## src/rtl/piano_pkg.sv

```systemverilog
// Purpose : shared note codes, FSM state encoding and the power-up melody for the piano sequencer.
// Latency : n/a (declarations only).
// Backpressure: n/a.
// Contents: NOTE_* entry codes, state_t, DEFAULT_MELODY (C major scale then END), note_onehot().
package piano_pkg;

    // Upper nibble of a RAM entry.
    localparam logic [3:0] NOTE_C4   = 4'd0;
    localparam logic [3:0] NOTE_D4   = 4'd1;
    localparam logic [3:0] NOTE_E4   = 4'd2;
    localparam logic [3:0] NOTE_F4   = 4'd3;
    localparam logic [3:0] NOTE_G4   = 4'd4;
    localparam logic [3:0] NOTE_A4   = 4'd5;
    localparam logic [3:0] NOTE_B4   = 4'd6;
    localparam logic [3:0] NOTE_C5   = 4'd7;
    localparam logic [3:0] NOTE_REST = 4'd8;   // 8..14 all decode as rest
    localparam logic [3:0] NOTE_END  = 4'd15;

    typedef enum logic [2:0] {
        ST_IDLE  = 3'd0,
        ST_FETCH = 3'd1,
        ST_PLAY  = 3'd2,
        ST_GAP   = 3'd3,
        ST_DONE  = 3'd4
    } state_t;

    // Power-up RAM image, sized for the default 16-entry RAM.
    localparam int DEFAULT_LEN = 16;
    localparam logic [7:0] DEFAULT_MELODY [DEFAULT_LEN] = '{
        {NOTE_C4, 4'd2}, {NOTE_D4, 4'd2}, {NOTE_E4, 4'd2}, {NOTE_F4, 4'd2},
        {NOTE_G4, 4'd2}, {NOTE_A4, 4'd2}, {NOTE_B4, 4'd2}, {NOTE_C5, 4'd2},
        {NOTE_END, 4'd0}, {NOTE_END, 4'd0}, {NOTE_END, 4'd0}, {NOTE_END, 4'd0},
        {NOTE_END, 4'd0}, {NOTE_END, 4'd0}, {NOTE_END, 4'd0}, {NOTE_END, 4'd0}
    };

    // Codes 0..7 select one switch; anything with bit3 set is silent.
    function automatic logic [7:0] note_onehot(input logic [3:0] code);
        return code[3] ? 8'h00 : (8'h01 << code[2:0]);
    endfunction

endpackage

```

## src/rtl/piano_melody_sequencer_if.sv

```systemverilog
// Purpose : control/load/status bundle between a host (master) and the melody sequencer (slave).
// Latency : n/a (wires only).
// Backpressure: none; strobes are single-cycle pulses, LOAD_WE is dropped unless the sequencer is idle.
// Signals : START, STOP, [LOOP when MELODY_LOOP_EN], LOAD_WE/ADDR/DATA host->seq; NOTE_SEL, STEP_IDX, BUSY, DONE seq->host.
interface piano_melody_sequencer_if #(
    parameter int AW = 4
);
    logic          START;
    logic          STOP;
`ifdef MELODY_LOOP_EN
    logic          LOOP;
`endif
    logic          LOAD_WE;
    logic [AW-1:0] LOAD_ADDR;
    logic [7:0]    LOAD_DATA;
    logic [7:0]    NOTE_SEL;
    logic [AW-1:0] STEP_IDX;
    logic          BUSY;
    logic          DONE;

    modport master (
`ifdef MELODY_LOOP_EN
        output LOOP,
`endif
        output START, STOP, LOAD_WE, LOAD_ADDR, LOAD_DATA,
        input  NOTE_SEL, STEP_IDX, BUSY, DONE
    );

    modport slave (
`ifdef MELODY_LOOP_EN
        input  LOOP,
`endif
        input  START, STOP, LOAD_WE, LOAD_ADDR, LOAD_DATA,
        output NOTE_SEL, STEP_IDX, BUSY, DONE
    );
endinterface

```

## src/rtl/piano_beat_timer.sv

```systemverilog
// Purpose : beat prescaler; counts 0..TICK_DIV-1 while run is high, restarts from 0 on clear.
// Latency : tick is asserted combinationally in the cycle where the count reaches TICK_DIV-1.
// Backpressure: none; run gates counting, clear has priority over run.
// Ports   : CLK, RESET (async, high), clear, run in; tick out (one cycle per TICK_DIV running cycles).
module piano_beat_timer #(
    parameter int TICK_DIV = 10
) (
    input  logic CLK,
    input  logic RESET,
    input  logic clear,
    input  logic run,
    output logic tick
);
    localparam int CW = $clog2(TICK_DIV);

    logic [CW-1:0] count;

    assign tick = run && (count == CW'(TICK_DIV - 1));

    always_ff @(posedge CLK or posedge RESET) begin
        if (RESET) begin
            count <= '0;
        end else if (clear) begin
            count <= '0;
        end else if (run) begin
            count <= tick ? '0 : count + CW'(1);
        end
    end
endmodule

```

## src/rtl/piano_melody_sequencer.sv

```systemverilog
// Purpose : autoplay controller; walks the note RAM and drives a one-hot note select for the tone mux.
// Latency : NOTE_SEL valid 2 cycles after START is sampled; each note lasts dur*TICK_DIV cycles.
// Backpressure: none; START ignored while BUSY, LOAD_WE dropped while BUSY, STOP aborts at once.
// Ports   : CLK, RESET (async, high), bus (slave modport). MELODY_LOOP_EN adds bus.LOOP to replay from entry 0.
module piano_melody_sequencer
    import piano_pkg::*;
#(
    parameter int CLK_HZ     = 100_000_000,
    parameter int BEAT_HZ    = 8,
    parameter int MELODY_LEN = 16,
    parameter int GAP_TICKS  = 1    // up to 255
) (
    input  logic                     CLK,
    input  logic                     RESET,
    piano_melody_sequencer_if.slave  bus
);
    localparam int TICK_DIV = CLK_HZ / BEAT_HZ;
    localparam int AW       = $clog2(MELODY_LEN);

    state_t        state;
    logic [AW-1:0] addr;
    logic [7:0]    ticks_left;
    logic [7:0]    note_sel_q;
    logic          busy_q;
    logic          done_q;

    logic [7:0]    ram [MELODY_LEN] = DEFAULT_MELODY;
    logic [7:0]    rd_data;
    logic [AW-1:0] rd_addr;
    logic          tick;
    logic          loop_en;

`ifdef MELODY_LOOP_EN
    assign loop_en = bus.LOOP;
`else
    assign loop_en = 1'b0;
`endif

    piano_beat_timer #(.TICK_DIV(TICK_DIV)) u_timer (
        .CLK   (CLK),
        .RESET (RESET),
        .clear (state == ST_FETCH),
        .run   ((state == ST_PLAY) || (state == ST_GAP)),
        .tick  (tick)
    );

    // The read is issued one cycle ahead so rd_data is ready during FETCH.
    // Every path into FETCH lands on either entry 0 (START, loop) or addr+1
    // (advance, which wraps to 0 on the last entry), so this covers them all.
    assign rd_addr = ((state == ST_PLAY) || (state == ST_GAP)) ? addr + AW'(1) : '0;

    always_ff @(posedge CLK) begin
        if (bus.LOAD_WE && (state == ST_IDLE)) begin
            ram[bus.LOAD_ADDR] <= bus.LOAD_DATA;
        end
        rd_data <= ram[rd_addr];
    end

    logic [3:0] rd_note;
    logic [3:0] rd_dur;
    logic       last_entry;

    assign rd_note    = rd_data[7:4];
    assign rd_dur     = (rd_data[3:0] == 4'd0) ? 4'd1 : rd_data[3:0];
    assign last_entry = (addr == AW'(MELODY_LEN - 1));

    always_ff @(posedge CLK or posedge RESET) begin
        if (RESET) begin
            state      <= ST_IDLE;
            addr       <= '0;
            ticks_left <= '0;
            note_sel_q <= '0;
            busy_q     <= 1'b0;
            done_q     <= 1'b0;
        end else begin
            done_q <= 1'b0;
            if (bus.STOP && (state != ST_IDLE)) begin
                state      <= ST_IDLE;
                note_sel_q <= '0;
                busy_q     <= 1'b0;
            end else begin
                case (state)
                    ST_IDLE: begin
                        if (bus.START && !bus.STOP) begin
                            addr   <= '0;
                            busy_q <= 1'b1;
                            state  <= ST_FETCH;
                        end
                    end
                    ST_FETCH: begin
                        if (rd_note == NOTE_END) begin
                            if (loop_en) begin
                                addr  <= '0;
                                state <= ST_FETCH;
                            end else begin
                                done_q <= 1'b1;
                                state  <= ST_DONE;
                            end
                        end else begin
                            ticks_left <= {4'd0, rd_dur};
                            note_sel_q <= note_onehot(rd_note);
                            state      <= ST_PLAY;
                        end
                    end
                    ST_PLAY: begin
                        if (tick) begin
                            if (ticks_left == 8'd1) begin
                                note_sel_q <= '0;
                                if (GAP_TICKS > 0) begin
                                    ticks_left <= 8'(GAP_TICKS);
                                    state      <= ST_GAP;
                                end else if (last_entry && !loop_en) begin
                                    done_q <= 1'b1;
                                    state  <= ST_DONE;
                                end else begin
                                    addr  <= addr + AW'(1);
                                    state <= ST_FETCH;
                                end
                            end else begin
                                ticks_left <= ticks_left - 8'd1;
                            end
                        end
                    end
                    ST_GAP: begin
                        if (tick) begin
                            if (ticks_left == 8'd1) begin
                                if (last_entry && !loop_en) begin
                                    done_q <= 1'b1;
                                    state  <= ST_DONE;
                                end else begin
                                    addr  <= addr + AW'(1);
                                    state <= ST_FETCH;
                                end
                            end else begin
                                ticks_left <= ticks_left - 8'd1;
                            end
                        end
                    end
                    ST_DONE: begin
                        busy_q <= 1'b0;
                        state  <= ST_IDLE;
                    end
                    default: begin
                        state <= ST_IDLE;
                    end
                endcase
            end
        end
    end

    assign bus.NOTE_SEL = note_sel_q;
    assign bus.STEP_IDX = addr;
    assign bus.BUSY     = busy_q;
    assign bus.DONE     = done_q;
endmodule

```

## src/flat_wrapper.sv

```systemverilog
// flat-port wrapper written by rule: the top's interface ports become plain ports
module piano_melody_sequencer_flat import piano_pkg::*;
#(
    parameter int CLK_HZ     = 100_000_000,
    parameter int BEAT_HZ    = 8,
    parameter int MELODY_LEN = 16,
    parameter int GAP_TICKS  = 1                
)
  (CLK, RESET, bus_START, bus_STOP, bus_LOAD_WE, bus_LOAD_ADDR, bus_LOAD_DATA, bus_NOTE_SEL, bus_STEP_IDX, bus_BUSY, bus_DONE);
  piano_melody_sequencer_if #(.AW(4)) bus_i ();
  input  logic CLK;
  input  logic RESET;
  input wire logic [$bits(bus_i.START)-1:0] bus_START;
  input wire logic [$bits(bus_i.STOP)-1:0] bus_STOP;
  input wire logic [$bits(bus_i.LOAD_WE)-1:0] bus_LOAD_WE;
  input wire logic [$bits(bus_i.LOAD_ADDR)-1:0] bus_LOAD_ADDR;
  input wire logic [$bits(bus_i.LOAD_DATA)-1:0] bus_LOAD_DATA;
  output wire logic [$bits(bus_i.NOTE_SEL)-1:0] bus_NOTE_SEL;
  output wire logic [$bits(bus_i.STEP_IDX)-1:0] bus_STEP_IDX;
  output wire logic [$bits(bus_i.BUSY)-1:0] bus_BUSY;
  output wire logic [$bits(bus_i.DONE)-1:0] bus_DONE;
  assign bus_i.START = bus_START;
  assign bus_i.STOP = bus_STOP;
  assign bus_i.LOAD_WE = bus_LOAD_WE;
  assign bus_i.LOAD_ADDR = bus_LOAD_ADDR;
  assign bus_i.LOAD_DATA = bus_LOAD_DATA;
  assign bus_NOTE_SEL = bus_i.NOTE_SEL;
  assign bus_STEP_IDX = bus_i.STEP_IDX;
  assign bus_BUSY = bus_i.BUSY;
  assign bus_DONE = bus_i.DONE;
  piano_melody_sequencer #(.CLK_HZ(CLK_HZ), .BEAT_HZ(BEAT_HZ), .MELODY_LEN(MELODY_LEN), .GAP_TICKS(GAP_TICKS)) u_core (.CLK(CLK), .RESET(RESET), .bus(bus_i));
endmodule
```

## config.mk

```make
export PLATFORM = sky130hd
export DESIGN_NAME = piano_melody_sequencer_flat
export DESIGN_NICKNAME = d
export VERILOG_FILES = /design/src/rtl/piano_pkg.sv /design/src/rtl/piano_melody_sequencer_if.sv /design/src/rtl/piano_beat_timer.sv /design/src/rtl/piano_melody_sequencer.sv /design/src/flat_wrapper.sv
export SDC_FILE = /design/constraint.sdc
export NUM_CORES = 1
export LEC_CHECK = 0
export ABC_AREA = 1
export CAP_MARGIN = 10
export CORE_ASPECT_RATIO = 0.5
export CORE_MARGIN = 10
export CORE_UTILIZATION = 55
export DETAILED_ROUTE_END_ITERATION = 10
export GPL_TIMING_DRIVEN = 0
export PLACE_DENSITY = 0.77
export SYNTH_ARGS = -nofsm -noshare
export SYNTH_HDL_FRONTEND = slang
export SYNTH_HIERARCHICAL = 1
export SYNTH_SLANG_ARGS = --single-unit
```

## constraint.sdc

```tcl
create_clock -name CLK -period 2.2 [get_ports CLK]
set_input_delay 0.33 -clock CLK [delete_from_list [all_inputs] [get_ports CLK]]
set_output_delay 0.33 -clock CLK [all_outputs]
set_load 0.05 [all_outputs]
```

==> results.yml <==
outcome:
  status: "finished, violations left"
  violations: "negative setup slack"
pwr:
  finalPower_w: 0.0108
  p_per_area_nw_per_um2: 1050
  p_leak_nw: 4.43
  vdd_ir_drop_max_uv: 740
place:
  pre_cts_slack_ns: -0.457
  numPortBuffers: 30
  hpwl_mm: 14.3
  place.gp.congestion: 0.903
worst_hold_path:
  hp-class: "in2async"
critical_path:
  end_kind: "flop"
  arrival_ns: 2.56
  cpMaxStageDelayCell: "dfrtp_1"
  worstReg2RegStart: "u_core/u_timer/count[0]"
  crit_family: "simple AND/OR/NAND/NOR gates"
  startpoint_type: "flop"
  path_max_fanout: 5
  endpoint: "u_core/ticks_left[4]"
  r2r_cells: 14
  critical-path-max-stage-delay_ns: 0.42
  crit_chain: "ha_4 > nand2_2 > nor2_4 > nand2_2 > nor2_4 > nand2_4 > inv_1 > inv_1 > a21oi_2 > nand2_2 > nor2_4 > buf_4 > o2111ai_1 > nand2_1"
  r2r-end: "u_core/ticks_left[4]"
  path_class: "reg2reg"
  r2r_setup_slack_ns: -0.0008
  crit_buf_inv: 3
  startpoint: "u_core/u_timer/count[0]"
  cp.depth: 14
  critPathRequiredTime_ns: 2.56
final_layout:
  syn_to_final_growth_pct: 16.0
  nets: 1081
  n_antenna_cell: 0
  drive_gt1_share_pct: 13.0
  postLayoutCoreUtil_pct: 66.0
floorplanning:
  die_y_microns: 110
  fp.dieArea_sq_um: 22000
  rows: 32
  start_util_pct: 56.9
  die_w_microns: 200
  core_area_sq_um: 15600
  io_pins: 31
job:
  cap_violations: 0
drt:
  wirelength_mm: 21.2
  viasPerCell: 5.46
  routedWlPerCell_microns: 16.6
  ant_nets: 0
  via_count: 6975
  drtPass1Iterations: 5
  drc: 0
  drtIter0Drc: 729
logic_synthesis:
  synth.area.top_cells: "edfxtp_1, dfrtp_1, nand2_1"
  syn_inst: 1002
  synth_common_cells: "nand2_1, inv_1, nor2_1"
  syn-cell-area_sq_um: 8890
  synth_area_leader_cell: "edfxtp_1"
  ys.flop_type: "edfxtp_1"
  yosysMostFrequentCell: "nand2_1"
  synth_top_area_share_pct: 43.2
  syn-num-nets: 1023
  synth_edf_count: 128
  ys_seq_area_share_pct: 58.8
  async_flop_share_pct: 26.5
  synth.distinct_cells: 42
  synth_area_per_cell_sq_um: 8.87
  synth_seq_cells: 185
  yosys_warnings: 6
global_routing:
  grt_overflow: 0
  use_met1_pct: 24.7
  grt_util_met3_pct: 5.37
  grt_max_degree: 26
  track_usage_pct: 20.0
  met2_usage_pct: 33.2
  grt_pass1_wl_mm: 33.7
  grt_busiest_layer: "met2"
  grt_pass1_vias: 6520
  antenna_found_initial: 0
timing:
  hold_viol_final: 0
  fin_setup_tns_ns: -0.000815
  fin_ws_ns: -0.000815
  fmaxAchievable_mhz: 454
  maxSlewHeadroom_pct: 34.8
  tightest_slew_ns: 0.977
  whs_ns: 0.419
  report.final.slew_viol_count: 0
  fin_skew_ns: 0.00968
  period_minus_slack_ns: 2.20
  min_period_over_period_pct: 100
  setup_viol: 1
clock_network:
  cts_sinks: 185
  cts_made_buffers: 17
  cts_tree: "done"
  clock_path_buffers: 2
  clock_latency_ns: 0.43
  root_buffer: "clkbuf_16"
  h-tree-depth: 4
  clkTransAtPathRegs_ns: 0.07
-- layer usage --
layer	vias up	routed length, microns	share of wire (%)
met2	324	10400	49
met3	47	1840	8.7
met4	0	457	2.2
met5	-	0	0
met1	3281	8510	40
li1	3323	-	-
-- stage by stage --
step	cell area [sq um]	instances
after floorplan	8890	1002
after global placement	9440	1236
after detailed placement	9440	1236
after CTS	10200	1269
after global routing	10300	1277
final	10300	1277
-- worst min-delay path by stage --
stage / start / end / slack (ns) / cells past startpoint
global route: RESET / u_core/u_timer/count[10] / 0.52 / 2
global placement: u_core/bus.NOTE_SEL[2] / u_core/bus.NOTE_SEL[2] / 0.47 / 2
floorplan: RESET / u_core/u_timer/count[0] / 0.34 / 1
finish: RESET / u_core/u_timer/count[4] / 0.42 / 2
detailed placement: u_core/bus.NOTE_SEL[5] / u_core/bus.NOTE_SEL[5] / 0.48 / 2
CTS: RESET / u_core/u_timer/count[15] / 0.46 / 2
-- worst register-to-register path, delay by kind of cell (launching register included) --
kind / cells / cell delay, ns
and+or+nand+nor: 8 / 0.98
AOI/OAI and AO/OA: 2 / 0.29
adders and majority gates: 1 / 0.17
DFF: 1 / 0.42
buffers and inverters: 3 / 0.30
-- sequential cells by signal, summed over array words and instances (netlist names) --
name	flops
u_core/bus.BUSY	1
u_core/bus.DONE	1
u_core/bus.NOTE_SEL	8
u_core/bus.STEP_IDX	4
u_core/ram	128
u_core/rd_data	8
u_core/state	3
u_core/ticks_left	8
u_core/u_timer/count	24
-- cell families (layout without fill, tap and decap cells) --
logic type               count (synthesis)  after routing  share of synthesized area (%)
AND/OR/NAND/NOR                        601            601                           29.9
XOR/XNOR                                 8              8                          0.788
AO/OA/AOI/OAI                           31             31                           2.00
flip-flops                             185            185                           58.8
adder cells (fa/ha/maj)                  4              4                          0.563
buffers and inverters                  173            244                           7.88
-- power breakdown --
group	leakage (nW)	internal, W	switching, W
Sequential	1.89	0.00402	0.000251
Combinational	2.26	0.00106	0.00248
Clock	0.284	0.00153	0.00149
-- cells in the final DEF, fill, tap and decap left out, types with 7 or more instances in the layout --
| cell | instances |
|---|---|
| buf_2 | 10 |
| buf_4 | 10 |
| clkbuf_16 | 17 |
| clkdlybuf4s50_1 | 30 |
| dfrtp_1 | 48 |
| dfxtp_1 | 8 |
| edfxtp_1 | 128 |
| inv_1 | 140 |
| inv_2 | 7 |
| nand2_1 | 272 |
| nand2_2 | 10 |
| nand3_1 | 115 |
| nand4_1 | 13 |
| nor2_1 | 120 |
| nor2_2 | 16 |
| nor2_4 | 28 |
| nor3_1 | 7 |
| o21ai_0 | 11 |
-- final cells by class --
cell class	count	area (sq um)
fillers	1168	5310
flip-flops and latches	185	5230
multi-input cells	644	3140
inverters	149	567
clock buffers	17	425
repair buffers	39	380
well taps	204	255
clock inverters	15	165
plain buffers	24	145
-- repair_timing --
| item | 4_1_cts | 5_1_grt |
|---|---|---|
| gates resized for setup | 35 | 24 |
| hold buffers | 0 | 0 |
| endpoints found under the setup margin | 142 | 150 |
| pin swaps | 2 | 6 |
| buffers inserted | 1 | 8 |
| gates cloned | 0 | 0 |
Note: power is estimated with default switching activity, not from simulation.
